### src/rtl/uart_link_ctrl.sv
// uart_link_ctrl: round-robin arbitration of two byte requesters onto one UART transmitter,
// plus a one-entry RX holding register with sticky overrun and TX timeout flags.
module uart_link_ctrl #(
    parameter int BUSY_TIMEOUT = 64,
    parameter int IDLE_GAP     = 2
) (
    input  logic       sysclk,
    input  logic       reset,
    input  logic       req0_valid,
    input  logic [7:0] req0_data,
    output logic       req0_ready,
    input  logic       req1_valid,
    input  logic [7:0] req1_data,
    output logic       req1_ready,
    output logic       rx_valid,
    output logic [7:0] rx_data,
    input  logic       rx_ready,
    output logic       rx_overrun,
    output logic       tx_err,
    input  logic       status_clr,
    output logic [7:0] uart_txd,
    output logic       uart_tx_en,
    input  logic       uart_tx_status,
    input  logic [7:0] uart_rxd,
    input  logic       uart_rx_eff,
    output logic       uart_rx_read
);
    typedef enum logic [2:0] {st_idle, st_load, st_wait_busy, st_wait_done, st_gap} state_t;

    // cnt is 1 on the first WAIT_BUSY cycle, so the flag lands BUSY_TIMEOUT cycles after uart_tx_en
    localparam logic [15:0] TIMEOUT_AT = (BUSY_TIMEOUT > 1) ? 16'(BUSY_TIMEOUT - 1) : 16'd1;
    localparam logic [15:0] GAP_LEN    = 16'(IDLE_GAP);
    localparam state_t      AFTER_TX   = (IDLE_GAP == 0) ? st_idle : st_gap;

    state_t      state;
    logic [15:0] cnt;
    logic        rr_last;
    logic        armed;
    logic        can_grant;
    logic        tx_timeout;
    logic        rx_fire;

    always_comb begin
        can_grant  = reset && state == st_idle && uart_tx_status;
        req0_ready = can_grant && req0_valid && (!req1_valid || rr_last);
        req1_ready = can_grant && req1_valid && (!req0_valid || !rr_last);
        tx_timeout = state == st_wait_busy && uart_tx_status && cnt >= TIMEOUT_AT;
        rx_fire    = uart_rx_eff && armed;
    end

    always_ff @(posedge sysclk or negedge reset) begin
        if (!reset) begin
            state      <= st_idle;
            cnt        <= '0;
            rr_last    <= 1'b1;
            uart_txd   <= '0;
            uart_tx_en <= 1'b0;
            tx_err     <= 1'b0;
        end else begin
            uart_tx_en <= req0_ready || req1_ready;
            tx_err     <= tx_timeout || (tx_err && !status_clr);
            case (state)
                st_idle: if (req0_ready || req1_ready) begin
                    uart_txd <= req0_ready ? req0_data : req1_data;
                    rr_last  <= req1_ready;
                    state    <= st_load;
                end
                st_load: begin
                    cnt   <= 16'd1;
                    state <= st_wait_busy;
                end
                st_wait_busy: if (!uart_tx_status) begin
                    state <= st_wait_done;
                end else if (tx_timeout) begin
                    state <= AFTER_TX;
                    cnt   <= 16'd1;
                end else begin
                    cnt <= cnt + 16'd1;
                end
                st_wait_done: if (uart_tx_status) begin
                    state <= AFTER_TX;
                    cnt   <= 16'd1;
                end
                st_gap: if (cnt >= GAP_LEN) state <= st_idle; else cnt <= cnt + 16'd1;
                default: state <= st_idle;
            endcase
        end
    end

    // A byte is read once per rx_eff high period; re-arming waits for rx_eff to drop
    always_ff @(posedge sysclk or negedge reset) begin
        if (!reset) begin
            armed        <= 1'b1;
            uart_rx_read <= 1'b0;
            rx_valid     <= 1'b0;
            rx_data      <= '0;
            rx_overrun   <= 1'b0;
        end else begin
            uart_rx_read <= rx_fire;
            armed        <= !rx_fire && (armed || !uart_rx_eff);
            rx_overrun   <= (rx_fire && rx_valid && !rx_ready) || (rx_overrun && !status_clr);
            if (rx_fire && (!rx_valid || rx_ready)) begin
                rx_data  <= uart_rxd;
                rx_valid <= 1'b1;
            end else if (rx_valid && rx_ready) begin
                rx_valid <= 1'b0;
            end
        end
    end
endmodule
### config.mk
export PLATFORM = sky130hd
export DESIGN_NAME = uart_link_ctrl
export DESIGN_NICKNAME = d
export VERILOG_FILES = /design/src/rtl/uart_link_ctrl.sv
export SDC_FILE = /design/constraint.sdc
export NUM_CORES = 1
export LEC_CHECK = 0
export CAP_MARGIN = 20
export CORE_AREA = 8 8 86 65
export CTS_CLUSTER_DIAMETER = 40
export DETAILED_ROUTE_END_ITERATION = 12
export DIE_AREA = 0 0 94 73
export HOLD_SLACK_MARGIN = 0.12
export PLACE_DENSITY = 0.78
export RECOVER_POWER = 100
export SYNTH_ARGS = -nofsm -noshare
export SYNTH_HDL_FRONTEND = slang
export SYNTH_SLANG_ARGS = --single-unit
### constraint.sdc
create_clock -name sysclk -period 1.95 [get_ports sysclk]
set_input_delay 0.195 -clock sysclk [delete_from_list [all_inputs] [get_ports sysclk]]
set_output_delay 0.195 -clock sysclk [all_outputs]
set_load 0.02 [all_outputs]
# Word-level counts from Yosys, hierarchy flattened
# Cells that the tools add are included.
# W data, S select, Z words.
# classes
n_reduce_logical	37
eq_ne	10
mux	14
n_lt_le_gt_ge	2
add_sub_neg	1
# op_table
cell	n
$mux W16	4
$pmux W16 S4	1
$add A16 B1 Y16 const B	1
$ge A16 B2 Y1 const B	1
$ge A16 B6 Y1 const B	1
$logic_and A1 B1 Y1	16
$mux W3	5
$pmux W3 S5	1
$logic_not A1 Y1	8
$mux W8	1
$ne A2 B2 Y1 const B	4
$reduce_and A4 Y1	2
$logic_or A1 B1 Y1	7
$eq A3 B2 Y1 const B	2
$reduce_bool A4 Y1	1
$eq A3 B1 Y1 const B	1
$eq A3 B3 Y1 const B	1
$logic_not A3 Y1	1
$ne A3 B3 Y1 const B	1
$mux W1	2
$ne A2 B1 Y1 const B	1
$reduce_and A2 Y1	1
$reduce_bool A2 Y1	1
# totals
out_inout_bits	23
register_bits	42
input_bits	32
elab_cells	75

# Depth between registers and ports, before layout
# Gate-level depths: netlist of the first run.
# depth
word_depth	8
ltp_mapped	7
mapped_depth_nobuf	7

# Worst setup path after synthesis of the first run
# No wires, ideal clock.
# synth_path
path_type	register -> register
start	register cnt[0]
end	register cnt[4]
stages_incl_launch_ff	8
setup_slack_ps	264
required_time_ps	1829
synth_period_minus_slack_ps	1686
arrival_time_ps	1565
path_cell_list	dfrtp_1 > inv_1 > ha_1 > nor4b_2 > and4b_1 > a21oi_2 > a21o_1 > a22o_1
# synth_via
elab_chain_len	5
word_cells_on_any_way	10
cone_classes	1 x add/sub; 2 x order compare; 1 x eq/ne; 4 x mux; 2 x reduce/logical
# synth_lines
element	line_no	rtl
start: declaration	36	logic [15:0] cnt;
start signal: assignment	78	cnt <= cnt + 16'd1;
start signal: assignment	84	st_gap: if (cnt >= GAP_LEN) state <= st_idle; else cnt <= cnt + 16'd1;
$ge A16 B6 Y1	47	tx_timeout = state == st_wait_busy && uart_tx_status && cnt >= TIMEOUT_AT;
$logic_and A1 B1 Y1	47	
$mux W16	74	end else if (tx_timeout) begin
$mux W16	72	st_wait_busy: if (!uart_tx_status) begin
$pmux W16 S4	62	case (state)
# Parallel ways exist; a longest one is shown, timed or not. The select of a mux whose other input is x is not followed.
# A chain may end at the register's enable or synchronous reset.

# Worst setup path in the final report of the first run
# layout_path
start	register cnt[1]
end	register cnt[4]
# Same word-level chain as after synthesis.

==> impl_metrics.json, run 1 <==
{
  "outcome": "finished, final reports clean",
  "vias": 1570,
  "ys_ff_latch": 42,
  "r2r_start": "cnt[1]",
  "syn_inst": 179,
  "wl_per_cell_um": 14.6,
  "startpoint": "cnt[1]",
  "htreeDepth": 2,
  "endpoint_kind": "flop",
  "p_leak_uw": 0.00131,
  "path_max_fanout": 5,
  "core_um2": 4200,
  "p_clk_share_pct": 20.1,
  "grt_pass1_wl_mm": 7.02,
  "max_freq_mhz": 548,
  "switching_share_pct": 35.5,
  "path_buf_inv": 1,
  "critical-path-max-stage-delay_ns": 0.44,
  "crit_chain": "ha_1, nand3_2, o2111ai_2, a311oi_1, buf_4, a21o_1, a22o_1",
  "cts_made_buffers": 5,
  "dr.pass1.iters": 4,
  "min_period_over_period_pct": 93.6,
  "nNetsFinal": 285,
  "critPathArrivalTime_ns": 2.01,
  "clock_sinks": 42,
  "dieArea_um2": 6860,
  "hold_violations": 0,
  "synthArstFlopShare_pct": 100,
  "finalPower_uw": 2870,
  "netlist_area_um2": 1950,
  "seq_area_frac_synth_pct": 54.1,
  "skew_ns": 0.00657,
  "synth_enable_flop_cells": 0,
  "grt_overflow_total": 0,
  "synth_area_leaders": "dfrtp_1, mux2_2, mux2i_1, nor2_1, nand2_1",
  "drv_slew": 0,
  "drc": 0,
  "die_w_um": 94,
  "area_growth_syn_to_layout_pct": 40.4,
  "startpoint_type": "flop",
  "sequentialPowerShare_pct": 40.3,
  "grt_use_total_pct": 13.3,
  "first_global_vias": 1402,
  "rsz0062_at_grt": "no",
  "antenna_found_initial": 0,
  "hpwl_mm": 3.45,
  "viasPerCell": 5.11,
  "finish.instance_area_um2": 2730,
  "synth.distinct_cells": 44,
  "cpMaxStageDelayCell": "dfrtp_1",
  "mappedNetlistNets": 213,
  "cts.clk_slew.worst_paths_ns": 0.08,
  "required_ns": 2.13,
  "grt_max_degree": 43,
  "ir_drop_mv": 0.791,
  "critPathTopFamily": "compound AO/OA/AOI/OAI gates",
  "ys_warn_count": 0,
  "dpl_cell_area_um2": 2630,
  "die-height_um": 73,
  "ant_nets": 0,
  "syn_avg_cell_area_um2": 10.9,
  "drt-total-wl_mm": 4.48,
  "worstHoldStart": "uart_txd[7]",
  "cellPowerDensity_nw_per_um2": 1050,
  "slew_headroom_pct": 32.0,
  "port_buffers": 54,
  "p_int_uw": 1850,
  "start_util_pct": 46.3,
  "netlist.area_leader.share_pct": 51.4,
  "diodes": 0,
  "clock_path_buffers": 2,
  "row_count": 20,
  "clock_latency_ns": 0.29,
  "maxCapViolCount": 0,
  "hold_class": "flop to flop",
  "worstMarginPinSlew_ns": 1.02,
  "initialDrtViolationCount": 67,
  "post-route-util_pct": 65.0,
  "crit_type": "flop to flop",
  "synth_top_area_cell": "dfrtp_1",
  "p_sw_uw": 1020,
  "io_pins": 55,
  "layout-drive-gt1-share_pct": 15.9,
  "layout_min_cycle_time_ns": 1.83,
  "setup_viol": 0,
  "synth-main-ff-cell": "dfrtp_1",
  "cts_tree": "done",
  "combPwrFrac_pct": 39.6,
  "clockRootBuffer": "clkbuf_8",
  "gp_congestion": 0.866
}
## Yosys cell counts (all sizes together), types with 4 or more instances
library cell and number:
dfrtp 40, nor2 21, nand2 15, o21ai 12, inv 9, mux2 8
mux2i 8, a21oi 7, nand3 6, and3 4, buf 4, nand2b 4
nor4 4
## state kept, by name (all words and copies together), names as in the netlist
register / cells
rx_valid: 1
armed: 1
uart_tx_en: 1
uart_rx_read: 1
tx_err: 1
rr_last: 1
cnt: 16
uart_txd: 8
state: 3
rx_overrun: 1
rx_data: 8
## worst min-delay path: cells and delay by family, from the launching register on
| kind | cells | cell delay (ns) |
|---|---|---|
| compound gates | 1 | 0.06 |
| simple gates | 1 | 0.04 |
| flops | 1 | 0.34 |
## per-stage QoR
step           setup WS, ns  TNS [ns]  instances  hold WS (ns)
2_1_floorplan         0.264         0        179        -0.101
3_3_place_gp        -0.0494   -0.0695        297         0.316
3_5_place_dp        -0.0644    -0.104        297         0.326
4_1_cts              0.0880         0        306         0.403
5_1_grt             0.00120         0        307         0.493
6_report              0.125         0        307         0.476
## timing repair
action,CTS,global route
hold endpoints to repair,40,0
buffers inserted,0,1
hold buffers,1,0
setup endpoints to repair,2,10
pin swaps,0,2
resized for setup,2,1
## cell type report
class	instances	area, um2
multi-input cells	123	840
flip-flops and latches	42	1050
fillers	328	1470
inverters	9	33.8
clock inverters	2	12.5
repair buffers	70	641
clock buffers	6	82.6
well taps	55	68.8
## cells in the final DEF, fill, tap and decap left out, types with 2 or more instances in the layout
| cell type | Yosys | final |
|---|---|---|
| a21o_1 | 3 | 3 |
| a21oi_1 | 6 | 6 |
| a22o_1 | 2 | 2 |
| a41oi_1 | 2 | 2 |
| and2_1 | 2 | 2 |
| and3_1 | 3 | 3 |
| buf_4 | 0 | 11 |
| clkbuf_1 | 1 | 4 |
| clkbuf_8 | 0 | 6 |
| clkdlybuf4s50_1 | 0 | 29 |
| dfrtp_1 | 40 | 40 |
| dfstp_2 | 2 | 2 |
| dlygate4sd2_1 | 0 | 2 |
| dlygate4sd3_1 | 0 | 23 |
| ha_1 | 2 | 2 |
| inv_1 | 9 | 9 |
| mux2_2 | 8 | 8 |
| mux2i_1 | 8 | 8 |
| nand2_1 | 15 | 15 |
| nand2b_1 | 4 | 4 |
| nand3_1 | 5 | 5 |
| nor2_1 | 20 | 20 |
| nor2b_1 | 3 | 3 |
| nor4_1 | 2 | 2 |
| nor4_4 | 2 | 2 |
| o21ai_0 | 8 | 11 |
| o22ai_1 | 2 | 2 |
| xnor2_1 | 3 | 3 |
## path summary, 6_finish.rpt
check	to	slack, ns	cells after the start
min in group asynchronous	uart_txd[0]	0.77	3
hold / removal	uart_txd[7]	0.48	2
max in group asynchronous	cnt[5]	0.55	3
setup reg to reg	cnt[4]	0.12	7
hold reg to reg	uart_txd[7]	0.48	2
setup / recovery	cnt[4]	0.12	7
## per-layer routing
metal / share of wire, % / track usage, % / wire length, um
met1: 52 / 18.9 / 2330
met2: 40 / 17.7 / 1800
met3: 6.2 / 3.39 / 278
met4: 1.6 / 6.83 / 71
met5: 0 / 0 / 0
## power by group through the flow
stage | registers, uW | logic [uW] | clock network, uW
detailed placement | 1180 | 1170 | 0
CTS | 1160 | 1170 | 593
global route | 1180 | 1240 | 638
global placement | 1170 | 1150 | 0
finish | 1160 | 1140 | 577
floorplan | 1320 | 490 | 0
## logic make-up after synthesis
kind of cell / Yosys count / share of synthesized area, %
buffers and inverters: 14 / 2.96
AND/OR/NAND/NOR: 66 / 19.0
adder cells (fa/ha/maj): 2 / 1.29
XOR/XNOR: 3 / 1.35
flip-flops: 42 / 54.1
AO/OA/AOI/OAI: 36 / 12.5
multiplexers: 16 / 8.75
Note: power is estimated with default switching activity, not from simulation.
==> run 2, diff against run 1 <==
- ABC_CLOCK_PERIOD_IN_PS: not set -> 1950
- MAX_ROUTING_LAYER: not set -> met4
- REMOVE_ABC_BUFFERS: not set -> 1
==> impl_metrics.json, run 2 (synthesized netlist as in run 1, its figures left out) <==
{
  "outcome": "finished, final reports clean",
  "wl_per_cell_um": 14.9,
  "critPathArrivalTime_ns": 1.65,
  "clock_latency_ns": 0.29,
  "ant_nets": 0,
  "hold_violations": 0,
  "startpoint_type": "flop",
  "die_w_um": 94,
  "cts.clk_slew.worst_paths_ns": 0.07,
  "gp_congestion": 0.835,
  "core_um2": 4200,
  "drv_slew": 0,
  "skew_ns": 0.00500,
  "maxCapViolCount": 0,
  "pre_cts_ws_ns": -0.0812,
  "largest_reg_flops": 16,
  "required_ns": 1.75,
  "diodes": 0,
  "grt_overflow_total": 0,
  "antenna_found_initial": 0,
  "p_leak_uw": 0.00131,
  "crit_chain": "nor2_1, and3_1, and3_1, dlygate4sd2_1",
  "path_max_fanout": 3,
  "critPathTopFamily": "simple AND/OR/NAND/NOR gates",
  "port_buffers": 54,
  "ir_drop_mv": 0.774,
  "grt_pass1_wl_mm": 7.79,
  "endpoint_kind": "output port",
  "path_buf_inv": 1,
  "dr.pass1.iters": 4,
  "vias": 1558,
  "drc": 0,
  "dieArea_um2": 6860,
  "hold_ws_ns": 0.482,
  "hold_class": "flop to flop",
  "max_freq_mhz": 542,
  "grt_use_total_pct": 14.8,
  "io_pins": 55,
  "regMostFlops": "cnt",
  "viasPerCell": 5.09,
  "hpwl_mm": 3.50,
  "worstMarginPinSlew_ns": 1.01,
  "cellPowerDensity_nw_per_um2": 1080,
  "die-height_um": 73,
  "area_growth_syn_to_layout_pct": 40.8,
  "final_common_cell": "dfrtp_1",
  "drt-total-wl_mm": 4.56,
  "rsz0062_at_grt": "no",
  "htreeDepth": 2,
  "nNetsFinal": 284,
  "cp_common_cell": "and3_1",
  "layout-drive-gt1-share_pct": 15.5,
  "first_global_vias": 1516,
  "critical-path-max-stage-delay_ns": 0.38,
  "start_util_pct": 46.3,
  "cpMaxStageDelayCell": "dfrtp_1",
  "clock_path_buffers": 2,
  "final_cell_mix": "dfrtp_1, clkdlybuf4s50_1, dlygate4sd3_1",
  "slew_headroom_pct": 32.9,
  "layout_min_cycle_time_ns": 1.85,
  "initialDrtViolationCount": 129,
  "clock_sinks": 42,
  "min_period_over_period_pct": 94.6,
  "setup_viol": 0,
  "reg.largest.list": "cnt (16), rx_data (8), uart_txd (8)",
  "row_count": 20,
  "cts_made_buffers": 5,
  "clockRootBuffer": "clkbuf_8",
  "fin_ws_ns": 0.104,
  "crit_type": "flop to output port",
  "cts_tree": "done",
  "grt_max_degree": 43
}
run 2: changes by cell type in the layout (fill, tap and decap cells not counted), sizes merged:
cell      before  now
bufinv         0    1
clkinv         1    0
clkinvlp       1    0
run 2: metrics by stage:
step	setup TNS (ns)	utilization (%)	power (uW)	cell area [um2]	cells
floorplan	0	-	1790	1920	174
global placement	-0.0587	62.6	2320	2630	297
detailed placement	-0.116	62.6	2350	2630	297
CTS	0	65.3	3010	2750	306
global route	0	65.2	3130	2740	306
finish	0	65.2	2950	2740	306
run 2: final timing paths:
path,startpoint,endpoint,slack (ns),cells after the start
hold reg to reg,uart_txd[4],uart_txd[4],0.48,2
min in group asynchronous,reset,cnt[9],0.79,3
setup reg to reg,cnt[0],cnt[4],0.12,7
setup / recovery,state[1],req1_ready,0.10,4
max in group asynchronous,reset,uart_txd[7],0.54,3
hold / removal,uart_txd[4],uart_txd[4],0.48,2
run 2: cell type report:
type / count / area, um2
fill: 346 / 1460
sequential: 42 / 1050
multi-input combinational: 123 / 840
timing repair buffer: 69 / 638
clock buffer: 7 / 76.3
tap: 55 / 68.8
inverter: 9 / 33.8
clock inverter: 1 / 30.0
run 2: worst reg2reg max path: cells and delay by family (launching register included):
| kind | cells | cell delay (ns) |
|---|---|---|
| compound gates | 3 | 0.53 |
| buf+inv | 1 | 0.07 |
| simple gates | 2 | 0.51 |
| fa+ha+maj | 1 | 0.20 |
| flops | 1 | 0.42 |
run 2: per-layer routing:
metal  vias to the layer above  share of wire (%)  wire, um  track usage, %
li1                        778                  -         -               -
met1                       722                 51      2320            19.9
met2                        49                 41      1870            20.4
met3                         9                6.6       303            4.11
met4                         0                1.5        70            5.78
met5                         -                  0         0               -
run 2: what timing repair did:
| item | 4_1_cts | 5_1_grt |
|---|---|---|
| hold endpoints to repair | 40 | 0 |
| pin swaps | 0 | 1 |
| gates cloned | 0 | 0 |
| setup endpoints to repair | 2 | 9 |
| setup buffers | 0 | 0 |
| hold buffers | 1 | 0 |
| resized for setup | 2 | 1 |
run 2: power breakdown:
| part | switching [uW] | internal (uW) |
|---|---|---|
| combinational | 624 | 506 |
| sequential | 107 | 1050 |
| clock | 274 | 383 |
| total | 1000 | 1940 |
